<file path="src/rtl/alu_decoder.sv">
// RV32I OP/OP-IMM operand/control decoder feeding a 2-entry skid FIFO; outputs come from the head entry.
// Defining ALU_DECODER_ILLEGAL_EN enables illegal-encoding detection; otherwise illegal_o stays 0.
module alu_decoder (
  input  logic        clk,
  input  logic        rst,
  input  logic [31:0] instr_i,
  input  logic [31:0] rs1_data_i,
  input  logic [31:0] rs2_data_i,
  input  logic        in_valid_i,
  output logic        in_ready_o,
  output logic [31:0] a_o,
  output logic [31:0] b_o,
  output logic [3:0]  alucontrol_o,
  output logic [4:0]  rd_o,
  output logic        illegal_o,
  output logic        out_valid_o,
  input  logic        out_ready_i
);

  typedef struct packed {
    logic        illegal;
    logic [3:0]  alucontrol;
    logic [31:0] a;
    logic [31:0] b;
    logic [4:0]  rd;
  } entry_t;

  logic [2:0] f3_s;
  logic       is_op_s;
  logic       is_shift_s;
  logic       bad_s;
  entry_t     dec_s;
  entry_t     head_s;
  entry_t     mem_r [0:1];
  logic       wr_ptr_r;
  logic       rd_ptr_r;
  logic [1:0] count_r;
  logic [1:0] count_next_s;
  logic       out_valid_r;
  logic       in_ready_r;
  logic       push_s;
  logic       pop_s;
  logic       unused_rs1_field;

  assign f3_s       = instr_i[14:12];
  assign is_op_s    = (instr_i[6:0] == 7'b0110011);
  assign is_shift_s = (f3_s == 3'b001) || (f3_s == 3'b101);
  assign unused_rs1_field = ^instr_i[19:15];

`ifdef ALU_DECODER_ILLEGAL_EN
  logic [6:0] f7_s;
  logic       is_opi_s;
  assign f7_s     = instr_i[31:25];
  assign is_opi_s = (instr_i[6:0] == 7'b0010011);
  assign bad_s = (!is_op_s && !is_opi_s)
              || (is_op_s && (f7_s != 7'b0000000) && (f7_s != 7'b0100000))
              || (is_op_s && (f7_s == 7'b0100000) && (f3_s != 3'b000) && (f3_s != 3'b101))
              || (is_opi_s && (f3_s == 3'b001) && (f7_s != 7'b0000000))
              || (is_opi_s && (f3_s == 3'b101) && (f7_s != 7'b0000000) && (f7_s != 7'b0100000));
`else
  assign bad_s = 1'b0;
`endif

  // Decode the offered instruction; anything that is not OP is decoded like OP-IMM
  always_comb begin
    dec_s         = '0;
    dec_s.illegal = bad_s;
    dec_s.a       = rs1_data_i;
    dec_s.rd      = instr_i[11:7];
    if (bad_s) begin
      dec_s.alucontrol = 4'b0000;
      dec_s.b          = 32'h0000_0000;
    end else begin
      dec_s.alucontrol = {((is_op_s || (f3_s == 3'b101)) ? instr_i[30] : 1'b0), f3_s};
      if (is_op_s) begin
        dec_s.b = rs2_data_i;
      end else if (is_shift_s) begin
        dec_s.b = {27'b0, instr_i[24:20]};
      end else begin
        dec_s.b = {{20{instr_i[31]}}, instr_i[31:20]};
      end
    end
  end

  assign push_s = in_valid_i & in_ready_r;
  assign pop_s  = out_valid_r & out_ready_i;

  // Occupancy after this edge's push/pop
  always_comb begin
    case ({push_s, pop_s})
      2'b10:   count_next_s = count_r + 2'd1;
      2'b01:   count_next_s = count_r - 2'd1;
      default: count_next_s = count_r;
    endcase
  end

  // FIFO storage, pointers and registered handshake flags
  always_ff @(posedge clk or posedge rst) begin
    if (rst) begin
      for (int i = 0; i < 2; i++) begin
        mem_r[i] <= '0;
      end
      wr_ptr_r    <= 1'b0;
      rd_ptr_r    <= 1'b0;
      count_r     <= 2'd0;
      out_valid_r <= 1'b0;
      in_ready_r  <= 1'b0;
    end else begin
      if (push_s) begin
        mem_r[wr_ptr_r] <= dec_s;
        wr_ptr_r        <= ~wr_ptr_r;
      end
      if (pop_s) begin
        rd_ptr_r <= ~rd_ptr_r;
      end
      count_r     <= count_next_s;
      out_valid_r <= (count_next_s != 2'd0);
      in_ready_r  <= (count_next_s != 2'd2);
    end
  end

  assign head_s       = mem_r[rd_ptr_r];
  assign in_ready_o   = in_ready_r;
  assign out_valid_o  = out_valid_r;
  assign illegal_o    = head_s.illegal;
  assign alucontrol_o = head_s.alucontrol;
  assign a_o          = head_s.a;
  assign b_o          = head_s.b;
  assign rd_o         = head_s.rd;

endmodule

</file>
<file path="config.mk">
export PLATFORM = sky130hd
export DESIGN_NAME = alu_decoder
export DESIGN_NICKNAME = d
export VERILOG_FILES = /design/src/rtl/alu_decoder.sv
export SDC_FILE = /design/constraint.sdc
export NUM_CORES = 1
export LEC_CHECK = 0
export CORE_ASPECT_RATIO = 1.5
export CORE_MARGIN = 2
export CORE_UTILIZATION = 30
export DETAILED_ROUTE_END_ITERATION = 8
export PLACE_DENSITY_LB_ADDON = 0.2
export SLEW_MARGIN = 10
export SYNTH_ARGS = -nofsm -noshare
export SYNTH_HDL_FRONTEND = slang
export SYNTH_SLANG_ARGS = --single-unit
export TNS_END_PERCENT = 30
</file>
<file path="constraint.sdc">
create_clock -name clk -period 9.76 [get_ports clk]
set_input_delay 2.928 -clock clk [delete_from_list [all_inputs] [get_ports clk]]
set_output_delay 2.928 -clock clk [all_outputs]
set_load 0.05 [all_outputs]
</file>
==> flow_metrics.env, run 1 <==
export IMPL_ff2ff_path_depth=5
export IMPL_coreArea_um2=22400
export IMPL_post_cts_setup_buffers=0
export IMPL_final_common_cell="nand2_1"
export IMPL_max_freq_mhz=170
export IMPL_placedCellCount=1067
export IMPL_p_sw_frac=0.453
export IMPL_slew_violations=0
export IMPL_cts_resized=0
export IMPL_overflow=0
export IMPL_async_flop_share=1.00
export IMPL_routed_wl_um=18700
export IMPL_setup_tns_ns=0
export IMPL_cts_buffers_inserted=17
export IMPL_r2r_end="mem_r[105]"
export IMPL_cp_endpoint="b_o[10]"
export IMPL_outcome="finished clean"
export IMPL_syn_to_final_growth_pct=36.3
export IMPL_die_w_um=127
export IMPL_cts_root_buffer="clkbuf_16"
export IMPL_synthFlopType="dfrtp_1"
export IMPL_portBuffers=169
export IMPL_synth_cells=660
export IMPL_synth_top_area_share=0.556
export IMPL_critPathLaunch="rd_ptr_r"
export IMPL_setup_viol=0
export IMPL_cts_tree="yes"
export IMPL_synthAdderAreaFrac=0.00183
export IMPL_grt_pass1_vias=5624
export IMPL_p_seq_frac=0.285
export IMPL_wl_per_cell_um=17.0
export IMPL_tightest_slew_ns=0.910
export IMPL_place_area_um2=8730
export IMPL_drc_errors=0
export IMPL_synth_top_family_by_area="simple AND/OR/NAND/NOR gates"
export IMPL_cts_sinks=152
export IMPL_synth_compound_area_frac=0.104
export IMPL_dpl_hpwl_um=11400
export IMPL_rsz0062_at_grt="no"
export IMPL_worstHoldPathType="flip-flop to flip-flop"
export IMPL_reg2reg_from="in_ready_o"
export IMPL_initialDrtViolationCount=272
export IMPL_fin_skew_ns=0.0116
export IMPL_min_from="mem_r[61]"
export IMPL_path_clk_slew_ns=0.06
export IMPL_hold_viol=0
export IMPL_fp_dieH_um=189
export IMPL_worstPathArrival_ns=2.95
export IMPL_vdd_drop_max_v=0.000204
export IMPL_switchingPower_w=0.00174
export IMPL_hold_slack_ns=0.467
export IMPL_netlist_area_um2=6840
export IMPL_cts_htree_levels=4
export IMPL_antenna_left=0
export IMPL_fillers=2209
export IMPL_syn_area_per_cell_um2=10.4
export IMPL_clockBufferDepth=2
export IMPL_power_density_nw_per_um2=413
export IMPL_path_max_fanout=58
export IMPL_min_period_ns=5.87
export IMPL_r2r_setup_slack_ns=7.69
export IMPL_worstPathRequired_ns=6.83
export IMPL_antenna_found_initial=1
export IMPL_stdcell_count=1100
export IMPL_placement_rows=67
export IMPL_synth_nets=761
export IMPL_grt_pass1_wl_um=30400
export IMPL_synth_seq_cells=152
export IMPL_internal_power_w=0.00211
export IMPL_clkPwrFrac=0.174
export IMPL_ys_types=36
export IMPL_synth_seq_area_share=0.556
export IMPL_synth_edf_count=0
export IMPL_mostFrequentLayoutCells="248 x nand2_1, 169 x clkdlybuf4s50_1, 151 x dfrtp_1"
export IMPL_worstPathCellList="buf_4 > mux2_2 > clkdlybuf4s50_1"
export IMPL_cp_slowest_stage_delay_ns=0.75
export IMPL_drtPass1Iterations=4
export IMPL_worstSetupEndpointType="primary output"
export IMPL_synth_mux_area_frac=0.120
export IMPL_relSlewSlack=0.393
export IMPL_die_area_um2=24000
export IMPL_final_area_um2=9320
export IMPL_max_cap_viol_count=0
export IMPL_cp_start_kind="flip-flop"
export IMPL_synth_area_top_cells="dfrtp_1 56%, nand2_1 14%, mux2_2 12%"
export IMPL_start_util=0.306
export IMPL_cp_slowest_cell="buf_4"
export IMPL_synth_largest_area_cell="dfrtp_1"
export IMPL_combPwrFrac=0.541
export IMPL_ys_warn_count=0
export IMPL_io_pins=176
export IMPL_drive_gt1_frac=0.154
export IMPL_grt_max_degree=101
export IMPL_synth_xor_area_share=0.00384
export IMPL_gp_congestion=0.713
export IMPL_p_total_w=0.00385
export IMPL_via_per_inst=4.85
export IMPL_path_class="flip-flop to primary output"
export IMPL_final_nets=911
export IMPL_period_share=0.602
export IMPL_vias=5340
export IMPL_clkLatencyLatePin_ns=0.42
export IMPL_power_leakage_nw=4.20
export IMPL_cts_hold_buf=0
export IMPL_synth_simple_gate_area_frac=0.177
export IMPL_grt_usage=0.160
routing by layer:
layer / vias to the layer above / global-route usage / wire length [µm]
met5: - / 0 / 0
li1: 2569 / - / -
met2: 127 / 0.274 / 9520
met3: 17 / 0.0370 / 823
met4: 0 / 0.0495 / 289
met1: 2627 / 0.201 / 8080
cell type report:
class | instances | area (µm²) | area share
Tap cell | 276 | 345 | 0.0370
Clock inverter | 15 | 165 | 0.0177
Timing Repair Buffer | 179 | 1770 | 0.190
Sequential cell | 152 | 3810 | 0.408
Multi-Input combinational cell | 457 | 2790 | 0.300
Inverter | 3 | 16.3 | 0.00174
Antenna cell | 1 | 2.50 | 0.000268
Clock buffer | 17 | 425 | 0.0456
worst min-delay path by stage:
| stage | endpoint | slack (ns) | cells after the start |
|---|---|---|---|
| 2_1_floorplan | mem_r[0] | 0.44 | 2 |
| 3_3_place_gp | mem_r[57] | 0.45 | 2 |
| 3_5_place_dp | mem_r[64] | 0.46 | 2 |
| 4_1_cts | mem_r[64] | 0.47 | 2 |
| 5_1_grt | mem_r[127] | 0.49 | 2 |
| 6_report | mem_r[61] | 0.47 | 2 |
stage by stage:
stage	utilization	setup slack, ns
finish	0.416	3.89
global route	0.416	3.70
CTS	0.416	3.80
detailed placement	0.390	4.28
global placement	0.390	4.28
floorplan	-	2.74
sequential cells by signal, summed over array words and instances, names as in the netlist:
signal,cells
out_valid_o,1
wr_ptr_r,1
count_r,2
in_ready_o,1
rd_ptr_r,1
mem_r,146
kinds of logic after synthesis:
family | Yosys count
other | 1
XOR/XNOR | 3
flip-flops | 152
AND/OR/NAND/NOR | 297
adder cells (fa/ha/maj) | 1
AO/OA/AOI/OAI | 82
multiplexers | 73
buffers and inverters | 51
worst max-delay path: cells and delay by family, from the launching register on:
kind	cells	cell delay, ns
muxes	1	0.41
DFF	1	0.58
buffers and inverters	2	1.49
synthesized netlist by cell type, types with 3 or more instances:
cell	instances
nand2_1	248
dfrtp_1	152
mux2_2	73
a221o_1	42
clkbuf_1	24
a31oi_1	22
nor2_1	22
buf_2	18
nand3_1	10
o211ai_1	6
o21ai_1	5
buf_6	4
inv_1	3
o21ai_0	3
power by group through the flow:
stage | clock network (W) | registers, W | logic, W
global route | 0.000716 | 0.00114 | 0.00223
CTS | 0.000688 | 0.00110 | 0.00211
finish | 0.000671 | 0.00110 | 0.00208
detailed placement | 0 | 0.00111 | 0.00210
global placement | 0 | 0.00110 | 0.00210
floorplan | 0 | 0.00106 | 0.00151
No activity file was read; power rests on OpenSTA's default activity.
==> run 2, diff against run 1 <==
- clock period: 9.76 -> 5.7 ns (I/O delays scaled with it)
==> flow_metrics.env, run 2 (synthesis results as in run 1) <==
export IMPL_outcome="finished clean"
export IMPL_hold_viol=0
export IMPL_portBuffers=169
export IMPL_power_density_nw_per_um2=706
export IMPL_initialDrtViolationCount=221
export IMPL_cts_root_buffer="clkbuf_16"
export IMPL_setup_viol=0
export IMPL_worstPathArrival_ns=2.66
export IMPL_path_clk_slew_ns=0.06
export IMPL_worstSetupEndpointType="primary output"
export IMPL_cp_start_kind="flip-flop"
export IMPL_path_max_fanout=39
export IMPL_n_antenna_cell=0
export IMPL_slew_violations=0
export IMPL_setup_tns_ns=0
export IMPL_overflow=0
export IMPL_vias=5358
export IMPL_max_cap_viol_count=0
export IMPL_die_area_um2=24000
export IMPL_min_period_ns=4.37
export IMPL_p_total_w=0.00663
export IMPL_relSlewSlack=0.414
export IMPL_via_per_inst=4.87
export IMPL_cts_sinks=152
export IMPL_placement_rows=67
export IMPL_clkLatencyLatePin_ns=0.43
export IMPL_fp_dieH_um=189
export IMPL_cts_hold_buf=0
export IMPL_largestRegisters="mem_r x146, count_r x2"
export IMPL_vdd_drop_max_v=0.000393
export IMPL_die_w_um=127
export IMPL_worstHoldPathType="flip-flop to flip-flop"
export IMPL_drtPass1Iterations=4
export IMPL_grt_pass1_wl_um=30300
export IMPL_tightest_slew_ns=0.879
export IMPL_antenna_left=0
export IMPL_grt_max_degree=69
export IMPL_worstPathRequired_ns=3.99
export IMPL_post_cts_setup_buffers=0
export IMPL_power_leakage_nw=4.22
export IMPL_mostFrequentLayoutCells="248 x nand2_1, 169 x clkdlybuf4s50_1, 151 x dfrtp_1"
export IMPL_max_freq_mhz=229
export IMPL_cts_htree_levels=4
export IMPL_rsz0062_at_grt="no"
export IMPL_antenna_found_initial=0
export IMPL_dpl_hpwl_um=11800
export IMPL_largest_reg_flops=146
export IMPL_wl_per_cell_um=16.9
export IMPL_cts_tree="yes"
export IMPL_final_common_cell="nand2_1"
export IMPL_grt_pass1_vias=5634
export IMPL_path_class="flip-flop to primary output"
export IMPL_clockBufferDepth=2
export IMPL_grt_usage=0.160
export IMPL_cts_buffers_inserted=17
export IMPL_fin_util=0.419
export IMPL_drc_errors=0
export IMPL_routed_wl_um=18600
export IMPL_period_share=0.766
export IMPL_io_pins=176
export IMPL_final_nets=913
export IMPL_largest_register="mem_r"
export IMPL_start_util=0.306
export IMPL_coreArea_um2=22400
export IMPL_syn_to_final_growth_pct=37.2
export IMPL_drive_gt1_frac=0.152
export IMPL_cts_resized=0
export IMPL_fin_skew_ns=0.0113
export IMPL_gp_congestion=0.742
## run 2: power by group
part / internal [W] / switching [W] / leakage [nW]
logic: 0.00137 / 0.00219 / 2.06
registers: 0.00160 / 0.000307 / 1.87
clock network: 0.000733 / 0.000441 / 0.296
## run 2: final timing paths
kind	start	end	slack [ns]	cells after the start
max	rd_ptr_r	alucontrol_o[2]	1.33	3
min	mem_r[65]	mem_r[65]	0.47	2
max reg2reg	in_ready_o	mem_r[19]	3.70	3
min reg2reg	mem_r[65]	mem_r[65]	0.47	2
max in group asynchronous	rst	mem_r[126]	3.15	3
min in group asynchronous	rst	mem_r[89]	1.75	2
## run 2: layout make-up
cell class	count	area [µm²]
inverters	3	15.0
well taps	276	345
repair buffers	181	1820
clock inverters	7	116
clock buffers	24	492
flip-flops and latches	152	3810
fillers	2200	13000
multi-input cells	457	2790
## run 2: worst max-delay path, stage by stage, from the launching register on
cell and delay [ns]:
dfrtp_4 0.78, buf_12 0.32, mux2_2 0.37, clkdlybuf4s50_1 0.73
## run 2: metal layers
layer  track usage  share of wire  vias up
met5             0              0        -
met4        0.0524          0.011        0
met3        0.0328          0.031       10
met2         0.277           0.53      114
met1         0.199           0.43     2669
li1              -              -     2565
## run 2: metrics by stage
stage	std cells	area (µm²)	hold WS, ns	setup slack, ns
floorplan	660	6840	0.440	2.07
global placement	1069	8780	0.451	1.71
global route	1100	9390	0.485	1.22
detailed placement	1069	8780	0.457	1.74
finish	1100	9390	0.469	1.33
CTS	1100	9390	0.472	1.25
==> run 3, diff against run 2 <==
- clock period: 5.7 -> 3.6 ns (I/O delays scaled with it)
==> flow_metrics.env, run 3 (synthesis results as in run 1) <==
export IMPL_clockBufferDepth=2
export IMPL_clkLatencyLatePin_ns=0.42
export IMPL_grt_max_degree=67
export IMPL_tightest_slew_ns=0.558
export IMPL_max_freq_mhz=289
export IMPL_placedCellCount=1079
export IMPL_worstHoldPathType="flip-flop to flip-flop"
export IMPL_wl_per_cell_um=17.1
export IMPL_power_leakage_nw=4.28
export IMPL_hold_viol=0
export IMPL_coreArea_um2=22400
export IMPL_outcome="finished clean"
export IMPL_initialDrtViolationCount=257
export IMPL_cts_tree="yes"
export IMPL_path_clk_slew_ns=0.06
export IMPL_cts_root_buffer="clkbuf_16"
export IMPL_antenna_left=0
export IMPL_cts_buffers_inserted=17
export IMPL_power_density_nw_per_um2=1110
export IMPL_drtPass1Iterations=5
export IMPL_critPathLaunch="rd_ptr_r"
export IMPL_vias=5344
export IMPL_path_class="flip-flop to primary output"
export IMPL_n_antenna_cell=0
export IMPL_largest_register="mem_r"
export IMPL_cts_htree_levels=4
export IMPL_gp_congestion=0.753
export IMPL_worstSetupEndpointType="primary output"
export IMPL_p_total_w=0.0106
export IMPL_cp_start_kind="flip-flop"
export IMPL_syn_to_final_growth_pct=38.9
export IMPL_grt_usage=0.162
export IMPL_max_cap_viol_count=0
export IMPL_rsz0062_at_grt="no"
export IMPL_slew_violations=0
export IMPL_placement_rows=67
export IMPL_fin_util=0.424
export IMPL_setup_tns_ns=0
export IMPL_period_share=0.960
export IMPL_reg2reg_from="in_ready_o"
export IMPL_worstPathRequired_ns=2.52
export IMPL_dpl_hpwl_um=12500
export IMPL_portBuffers=169
export IMPL_mostFrequentLayoutCells="248 x nand2_1, 167 x clkdlybuf4s50_1, 151 x dfrtp_1"
export IMPL_largest_reg_flops=146
export IMPL_die_w_um=127
export IMPL_fp_dieH_um=189
export IMPL_overflow=0
export IMPL_routed_wl_um=19000
export IMPL_die_area_um2=24000
export IMPL_grt_pass1_wl_um=30500
export IMPL_largestRegisters="mem_r x146, count_r x2"
export IMPL_final_common_cell="nand2_1"
export IMPL_vdd_drop_max_v=0.000575
export IMPL_final_nets=924
export IMPL_fin_skew_ns=0.00566
export IMPL_setup_viol=0
export IMPL_drc_errors=0
export IMPL_min_period_ns=3.46
export IMPL_cts_sinks=152
export IMPL_antenna_found_initial=0
export IMPL_start_util=0.306
export IMPL_io_pins=176
export IMPL_stdcell_count=1112
export IMPL_drive_gt1_frac=0.165
export IMPL_grt_pass1_vias=5586
export IMPL_relSlewSlack=0.627
export IMPL_path_max_fanout=27
export IMPL_fillers=2189
export IMPL_via_per_inst=4.81
export IMPL_min_from="mem_r[75]"
export IMPL_worstPathArrival_ns=2.38
==> run 3: cell types whose count changed in the layout (fill, tap and decap cells not counted), sizes merged <==
| cell | delta |
|---|---|
| clkinv | +4 |
| clkdlybuf4s50 | -2 |
| dlygate4sd2 | +2 |
| buf | +11 |
| clkinvlp | +1 |
| clkbuf | -4 |
==> run 3: stage by stage <==
stage | setup slack (ns) | hold slack [ns] | cell area [µm²]
after CTS | 0.0948 | 0.472 | 9500
after floorplan | 0.603 | 0.440 | 6840
after detailed placement | 0.431 | 0.457 | 8890
after global routing | 0.0659 | 0.488 | 9500
final | 0.144 | 0.469 | 9500
after global placement | 0.436 | 0.452 | 8890
==> run 3: area by class of cell <==
type,instances,area [µm²],share of cell area
Timing Repair Buffer,192,1940,0.204
Clock buffer,20,447,0.0470
Clock inverter,12,151,0.0159
Multi-Input combinational cell,457,2790,0.294
Inverter,3,15.0,0.00158
Sequential cell,152,3810,0.401
Tap cell,276,345,0.0364
==> run 3: critical path, stage by stage, from the launching register on <==
cell and delay, ns:
dfrtp_4 0.59, buf_12 0.24, mux2_2 0.36, clkdlybuf4s50_1 0.73
==> run 3: layer usage <==
layer	GRT usage	wire [µm]	up-vias
met5	0	0	-
met4	0.0516	183	0
met3	0.0314	651	11
met2	0.279	9760	109
met1	0.203	8450	2630
li1	-	-	2594
==> run 3: final timing paths <==
kind	end	slack, ns	depth (start not counted)
setup / recovery	alucontrol_o[3]	0.14	3
hold / removal	mem_r[75]	0.47	2
max in group asynchronous	mem_r[52]	1.91	3
hold reg to reg	mem_r[75]	0.47	2
min in group asynchronous	mem_r[87]	1.01	2
setup reg to reg	mem_r[27]	1.73	4
==> run 3: power by group <==
part	internal, W	total [W]	switching [W]
logic	0.00223	0.00577	0.00354
clock network	0.00111	0.00183	0.000724
registers	0.00253	0.00297	0.000440
total	0.00587	0.0106	0.00471
==> run 3: timing repair <==
item                                    in CTS  in global routing
hold buffers                                 0                  0
gates resized for setup                      2                  0
endpoints found under the setup margin      20                  0
setup buffers                                1                  0
